--- config.mk ---
export PLATFORM = sky130hd
export DESIGN_NAME = tpc_arbiter
export DESIGN_NICKNAME = d
export VERILOG_FILES = /design/src/rtl/hififo_arb_pkg.sv /design/src/rtl/tpc_arbiter_rr_pick.sv /design/src/rtl/tpc_arbiter.sv
export SDC_FILE = /design/constraint.sdc
export NUM_CORES = 1
export LEC_CHECK = 0
export BUFFER_PORTS_ARGS = -buffer_cell sky130_fd_sc_hd__buf_2
export CORE_AREA = 2 2 130 132
export CTS_BUF_LIST = sky130_fd_sc_hd__clkbuf_16
export CTS_CLUSTER_DIAMETER = 30
export DETAILED_ROUTE_END_ITERATION = 6
export DIE_AREA = 0 0 132 134
export SYNTH_ARGS = -nofsm -noshare
export SYNTH_HDL_FRONTEND = slang
export SYNTH_SLANG_ARGS = --single-unit
--- constraint.sdc ---
create_clock -name clock -period 2.07 [get_ports clock]
set_input_delay 0.414 -clock clock [delete_from_list [all_inputs] [get_ports clock]]
set_output_delay 0.414 -clock clock [all_outputs]
set_load 0.01 [all_outputs]
--- src/rtl/hififo_arb_pkg.sv ---
// Shared definitions for the to-PC FIFO arbiter.
//   arb_state_e : arbiter FSM states (HEADER only reachable with
//                 TPC_ARBITER_HEADER_EN defined)
//   HDR_TAG     : tag byte placed in [63:56] of a grant header word
//   GID_W       : width of grant_id / round-robin pointer
package hififo_arb_pkg;
  typedef enum logic [1:0] {
    IDLE   = 2'd0,
    HEADER = 2'd1,
    BURST  = 2'd2
  } arb_state_e;

  localparam logic [7:0] HDR_TAG = 8'hA5;
  localparam int         GID_W   = 3;
endpackage

--- src/rtl/tpc_arbiter_rr_pick.sv ---
// rr_pick: combinational round-robin priority encoder.
//   req [N-1:0]    : request vector
//   ptr [GID_W-1:0]: index with highest priority this cycle (0..N-1)
//   idx [GID_W-1:0]: first set request found scanning ptr, ptr+1, ... mod N
//   any            : at least one request set (idx is 0 when clear)
module rr_pick
  import hififo_arb_pkg::*;
#(
  parameter int N = 4
) (
  input  logic [N-1:0]     req,
  input  logic [GID_W-1:0] ptr,
  output logic [GID_W-1:0] idx,
  output logic             any
);
  localparam int SEL_W = $clog2(N);

  logic [SEL_W-1:0] j;

  // Scan from the farthest slot back towards ptr so the closest hit wins.
  always_comb begin
    idx = '0;
    any = 1'b0;
    j   = '0;
    for (int k = N - 1; k >= 0; k--) begin
      j = SEL_W'((int'(ptr) + k) % N);
      if (req[j]) begin
        idx = GID_W'(j);
        any = 1'b1;
      end
    end
  end
endmodule

--- src/rtl/tpc_arbiter.sv ---
// tpc_arbiter: round-robin arbiter merging N requester bursts into one
// to-PC FIFO write port. A grant lasts until a word with req_last or the
// MAX_BURST-th word; bursts never interleave.
// Optional feature: define TPC_ARBITER_HEADER_EN to prefix every grant
// with a header word {8'hA5, 8'(grant_id), 48'h0}.
// Ports:
//   clock, reset_n       : rising-edge clock, async active-low reset
//   req_valid/data/last  : per-requester word, valid and end-of-burst flag
//   req_ready            : per-requester accept (valid & ready = taken)
//   tpc_ready            : FIFO has room for at least 2 more words
//   tpc_write, tpc_data  : registered FIFO write strobe and data
//   grant_id             : current or most recent grant
module tpc_arbiter
  import hififo_arb_pkg::*;
#(
  parameter int N         = 4,
  parameter int MAX_BURST = 64
) (
  input  logic                 clock,
  input  logic                 reset_n,
  input  logic [N-1:0]         req_valid,
  input  logic [N-1:0][63:0]   req_data,
  input  logic [N-1:0]         req_last,
  output logic [N-1:0]         req_ready,
  input  logic                 tpc_ready,
  output logic                 tpc_write,
  output logic [63:0]          tpc_data,
  output logic [GID_W-1:0]     grant_id
);
  localparam int CNT_W = $clog2(MAX_BURST) + 1;
  localparam int SEL_W = $clog2(N);

  arb_state_e       state_q, state_d;
  logic [GID_W-1:0] rr_ptr_q, rr_ptr_d;
  logic [GID_W-1:0] grant_q, grant_d;
  logic [CNT_W-1:0] cnt_q, cnt_d;
  logic             tpc_write_q, tpc_write_d;
  logic [63:0]      tpc_data_q, tpc_data_d;

  logic [GID_W-1:0] pick_idx;
  logic             pick_any;
  logic [SEL_W-1:0] gsel;
  logic             xfer;
  logic             burst_end;

  rr_pick #(.N(N)) u_pick (
    .req (req_valid),
    .ptr (rr_ptr_q),
    .idx (pick_idx),
    .any (pick_any)
  );

  assign gsel      = grant_q[SEL_W-1:0];
  assign xfer      = (state_q == BURST) && req_valid[gsel] && tpc_ready;
  // cnt_q counts words already taken, so MAX_BURST-1 means this is the last.
  assign burst_end = xfer && (req_last[gsel] || cnt_q == CNT_W'(MAX_BURST - 1));

  assign tpc_write = tpc_write_q;
  assign tpc_data  = tpc_data_q;
  assign grant_id  = grant_q;

  always_comb begin
    req_ready = '0;
    if (state_q == BURST) req_ready[gsel] = tpc_ready;
  end

  always_comb begin
    state_d     = state_q;
    rr_ptr_d    = rr_ptr_q;
    grant_d     = grant_q;
    cnt_d       = cnt_q;
    tpc_write_d = 1'b0;
    tpc_data_d  = tpc_data_q;
    case (state_q)
      IDLE: begin
        if (pick_any) begin
          grant_d = pick_idx;
          cnt_d   = '0;
`ifdef TPC_ARBITER_HEADER_EN
          state_d = HEADER;
`else
          state_d = BURST;
`endif
        end
      end
`ifdef TPC_ARBITER_HEADER_EN
      // Header uses a FIFO slot, so it waits for tpc_ready like a data word.
      HEADER: begin
        if (tpc_ready) begin
          tpc_write_d = 1'b1;
          tpc_data_d  = {HDR_TAG, 8'(grant_q), 48'd0};
          state_d     = BURST;
        end
      end
`endif
      BURST: begin
        if (xfer) begin
          tpc_write_d = 1'b1;
          tpc_data_d  = req_data[gsel];
          cnt_d       = cnt_q + CNT_W'(1);
          if (burst_end) begin
            state_d  = IDLE;
            rr_ptr_d = GID_W'((int'(grant_q) + 1) % N);
          end
        end
      end
      default: state_d = IDLE;
    endcase
  end

  always_ff @(posedge clock or negedge reset_n) begin
    if (!reset_n) begin
      state_q     <= IDLE;
      rr_ptr_q    <= '0;
      grant_q     <= '0;
      cnt_q       <= '0;
      tpc_write_q <= 1'b0;
      tpc_data_q  <= '0;
    end else begin
      state_q     <= state_d;
      rr_ptr_q    <= rr_ptr_d;
      grant_q     <= grant_d;
      cnt_q       <= cnt_d;
      tpc_write_q <= tpc_write_d;
      tpc_data_q  <= tpc_data_d;
    end
  end
endmodule

==> results.ini <==
[floorplanning]
die_y_um=134
core_mm2=0.0163
initial_core_util=0.289
io_pins=339
rows=47
die_w_um=132
die-area_mm2=0.0177

[layout]
drive_above_1_share=0.785
nets=900
area_delta_synth_final_pct=48.3
nFillCells=1563
utilization=0.428
regArea_mm2=0.00193
multi_input_area_mm2=0.00257

[status]
status=finished, final reports clean

[detailed_routing]
drc=0
ant_nets=0
wl_mm=14.5
wl_per_cell_um=17.0
first_pass_iters=5
vias=4109
avgViaCountPerCell=4.81
initialDrtViolationCount=154

[clock_network]
cts_tree=built
numClockSinks=77
cts_made_buffers=9
htreeDepth=3
post_cts_buffers=0
clockRootBuffer=clkbuf_16
clk_latency_ns=0.33
cts_max_path_buffers=2
path_clk_slew_ns=0.05

[worst_setup_path]
critical_path_arrival_ns=1.52
required_ns=1.66
crit_type=flop to output pin
worstSetupStartpointType=flop
critPathMaxFanout=37
crit_path_end_kind=output pin

[pwr]
vdd_drop_max_uv=516
p_per_area_mw_per_mm2=1300
power_leakage_uw=0.00333
finalPower_uw=9070

[placement]
io_buffers=337
dp_hpwl_mm=11.6
pre_cts_ws_ns=-0.144
place.gp.congestion=0.809

[global_routing]
track_usage=0.162
antenna_found_initial=1
grt_max_degree=71
grt_pass1_vias=4417
overflow=0
grt_pass1_wl_mm=22.4

[yosys]
synth_cell_types=30
yosysWarnings=0
synthCells=292
synth_nets=564
postSynthAreaPerCell_um2=16.1
syn_area_mm2=0.00470
seq_area_frac_synth=0.410
synth.ff_latch_count=77

[sta]
finalSetupViolations=0
layout_setup_ws_ns=0.138
hold_viol_final=0
finalCritPeriodShare=0.934
rsz0062_at_grt=false
fin_setup_tns_ns=0
drv_slew=0
fin_skew_ns=0.00578
fmaxAchievable_ghz=0.517
holdWs_ns=0.461
period_minus_slack_ns=1.93

[flow_run]
maxCapViolCount=0

[min_path]
hold_class=input pin to flop

## path summary, 6_finish.rpt
| path | slack (ns) | to | cells after the start | start |
|---|---|---|---|---|
| hold / removal | 0.46 | grant_id[0]$_DFFE_PN0P_ | 3 | req_valid[1] |
| max in group asynchronous | 0.93 | grant_id[0]$_DFFE_PN0P_ | 3 | reset_n |
| min in group asynchronous | 0.54 | tpc_data[21]$_DFFE_PN0P_ | 2 | reset_n |
| hold reg to reg | 0.48 | cnt_q[6]$_DFFE_PN0P_ | 1 | cnt_q[6]$_DFFE_PN0P_ |
| setup reg to reg | 0.16 | tpc_data[25]$_DFFE_PN0P_ | 4 | grant_id[1]$_DFFE_PN0P_ |
| setup / recovery | 0.14 | grant_id[1] | 3 | grant_id[1]$_DFFE_PN0P_ |
## Yosys cell counts
| cell type | n | area (µm²) |
|---|---|---|
| dfrtp_1 | 77 | 1930 |
| mux4_2 | 66 | 1490 |
| mux2_2 | 65 | 732 |
| nand2_1 | 11 | 41.3 |
| buf_2 | 8 | 40.0 |
| mux2i_1 | 7 | 70.1 |
| buf_6 | 6 | 67.6 |
| inv_1 | 6 | 22.5 |
| clkbuf_1 | 5 | 18.8 |
| ha_1 | 5 | 62.6 |
| a21oi_1 | 4 | 20.0 |
| and3_1 | 4 | 25.0 |
| nand4_1 | 3 | 18.8 |
| nor2_1 | 3 | 11.3 |
| buf_1 | 2 | 7.51 |
| buf_4 | 2 | 15.0 |
| clkbuf_8 | 2 | 27.5 |
| nand3_1 | 2 | 10.0 |
| o21ai_0 | 2 | 10.0 |
| o41ai_1 | 2 | 17.5 |
| a31oi_1 | 1 | 6.26 |
| and3_4 | 1 | 11.3 |
| and4_1 | 1 | 8.76 |
| conb_1 | 1 | 3.75 |
| inv_4 | 1 | 6.26 |
| nand2b_1 | 1 | 6.26 |
| nand3_2 | 1 | 10.0 |
| nor3_1 | 1 | 5.00 |
| o21a_1 | 1 | 7.51 |
| o22ai_1 | 1 | 6.26 |
## repair_timing
item | CTS | global route
resized for setup | 1 | 2
setup endpoints to repair | 67 | 65
hold buffers | 1 | 0
gates cloned | 0 | 0
pin swaps | 0 | 0
endpoints found under the hold margin | 21 | 0
## cells in the final DEF, fill, tap and decap left out
master	instances
buf_2	336
dfrtp_1	75
mux4_2	66
mux2_2	65
nand2_1	11
buf_4	10
clkbuf_16	9
inv_1	7
mux2i_1	7
ha_1	5
and3_1	4
a21oi_1	4
nor2_1	3
nand4_1	3
clkinv_1	3
bufinv_16	3
buf_12	3
o41ai_1	2
nand3_1	2
o21ai_0	2
dfrtp_4	2
diode_2	1
nand3_2	1
inv_8	1
and4_1	1
a31oi_1	1
o21a_1	1
o22ai_1	1
and3_4	1
nand2b_1	1
nor3_1	1
conb_1	1
dlygate4sd3_1	1
## worst max-delay path, cell delays in order (launching register included)
cell and delay (ns):
dfrtp_4 0.41, buf_4 0.14, buf_4 0.41, buf_2 0.22
## where the power goes
| group | switching (µW) | leakage, µW | total [µW] | internal, µW |
|---|---|---|---|---|
| Clock | 602 | 0.000163 | 1760 | 1160 |
| Sequential | 387 | 0.000919 | 2630 | 2250 |
| Combinational | 2050 | 0.00225 | 4670 | 2620 |
## flip-flops by register name, indices dropped and copies added, names as in the netlist
signal and cells:
state_q 1, grant_id 2, tpc_write 1, tpc_data 64, rr_ptr_q 2, cnt_q 7
## per-layer routing
layer / up-vias / GRT usage / wire (µm)
li1: 1841 / - / -
met1: 2012 / 0.170 / 5250
met2: 238 / 0.308 / 7890
met3: 18 / 0.0420 / 1040
met4: 0 / 0.0628 / 295
met5: - / 0 / 0
## layout make-up
class,instances,share of cell area
antenna,1,0.000359
timing repair buffer,350,0.262
tap,220,0.0395
multi-input combinational,183,0.369
sequential,77,0.277
clock inverter,7,0.0151
clock buffer,9,0.0323
inverter,7,0.00484
## per-stage QoR
step | instances | cell area [µm²]
CTS | 853 | 6970
global placement | 836 | 6630
floorplan | 292 | 4700
global route | 854 | 6970
finish | 854 | 6970
detailed placement | 836 | 6630
## cell families after synthesis
logic type,share of synthesized area
buffers and inverters,0.0436
AND/OR/NAND/NOR,0.0314
other,0.000798
AO/OA/AOI/OAI,0.0144
adder cells (fa/ha/maj),0.0133
multiplexers,0.487
flip-flops,0.410
(Power assumes the default switching activity.)
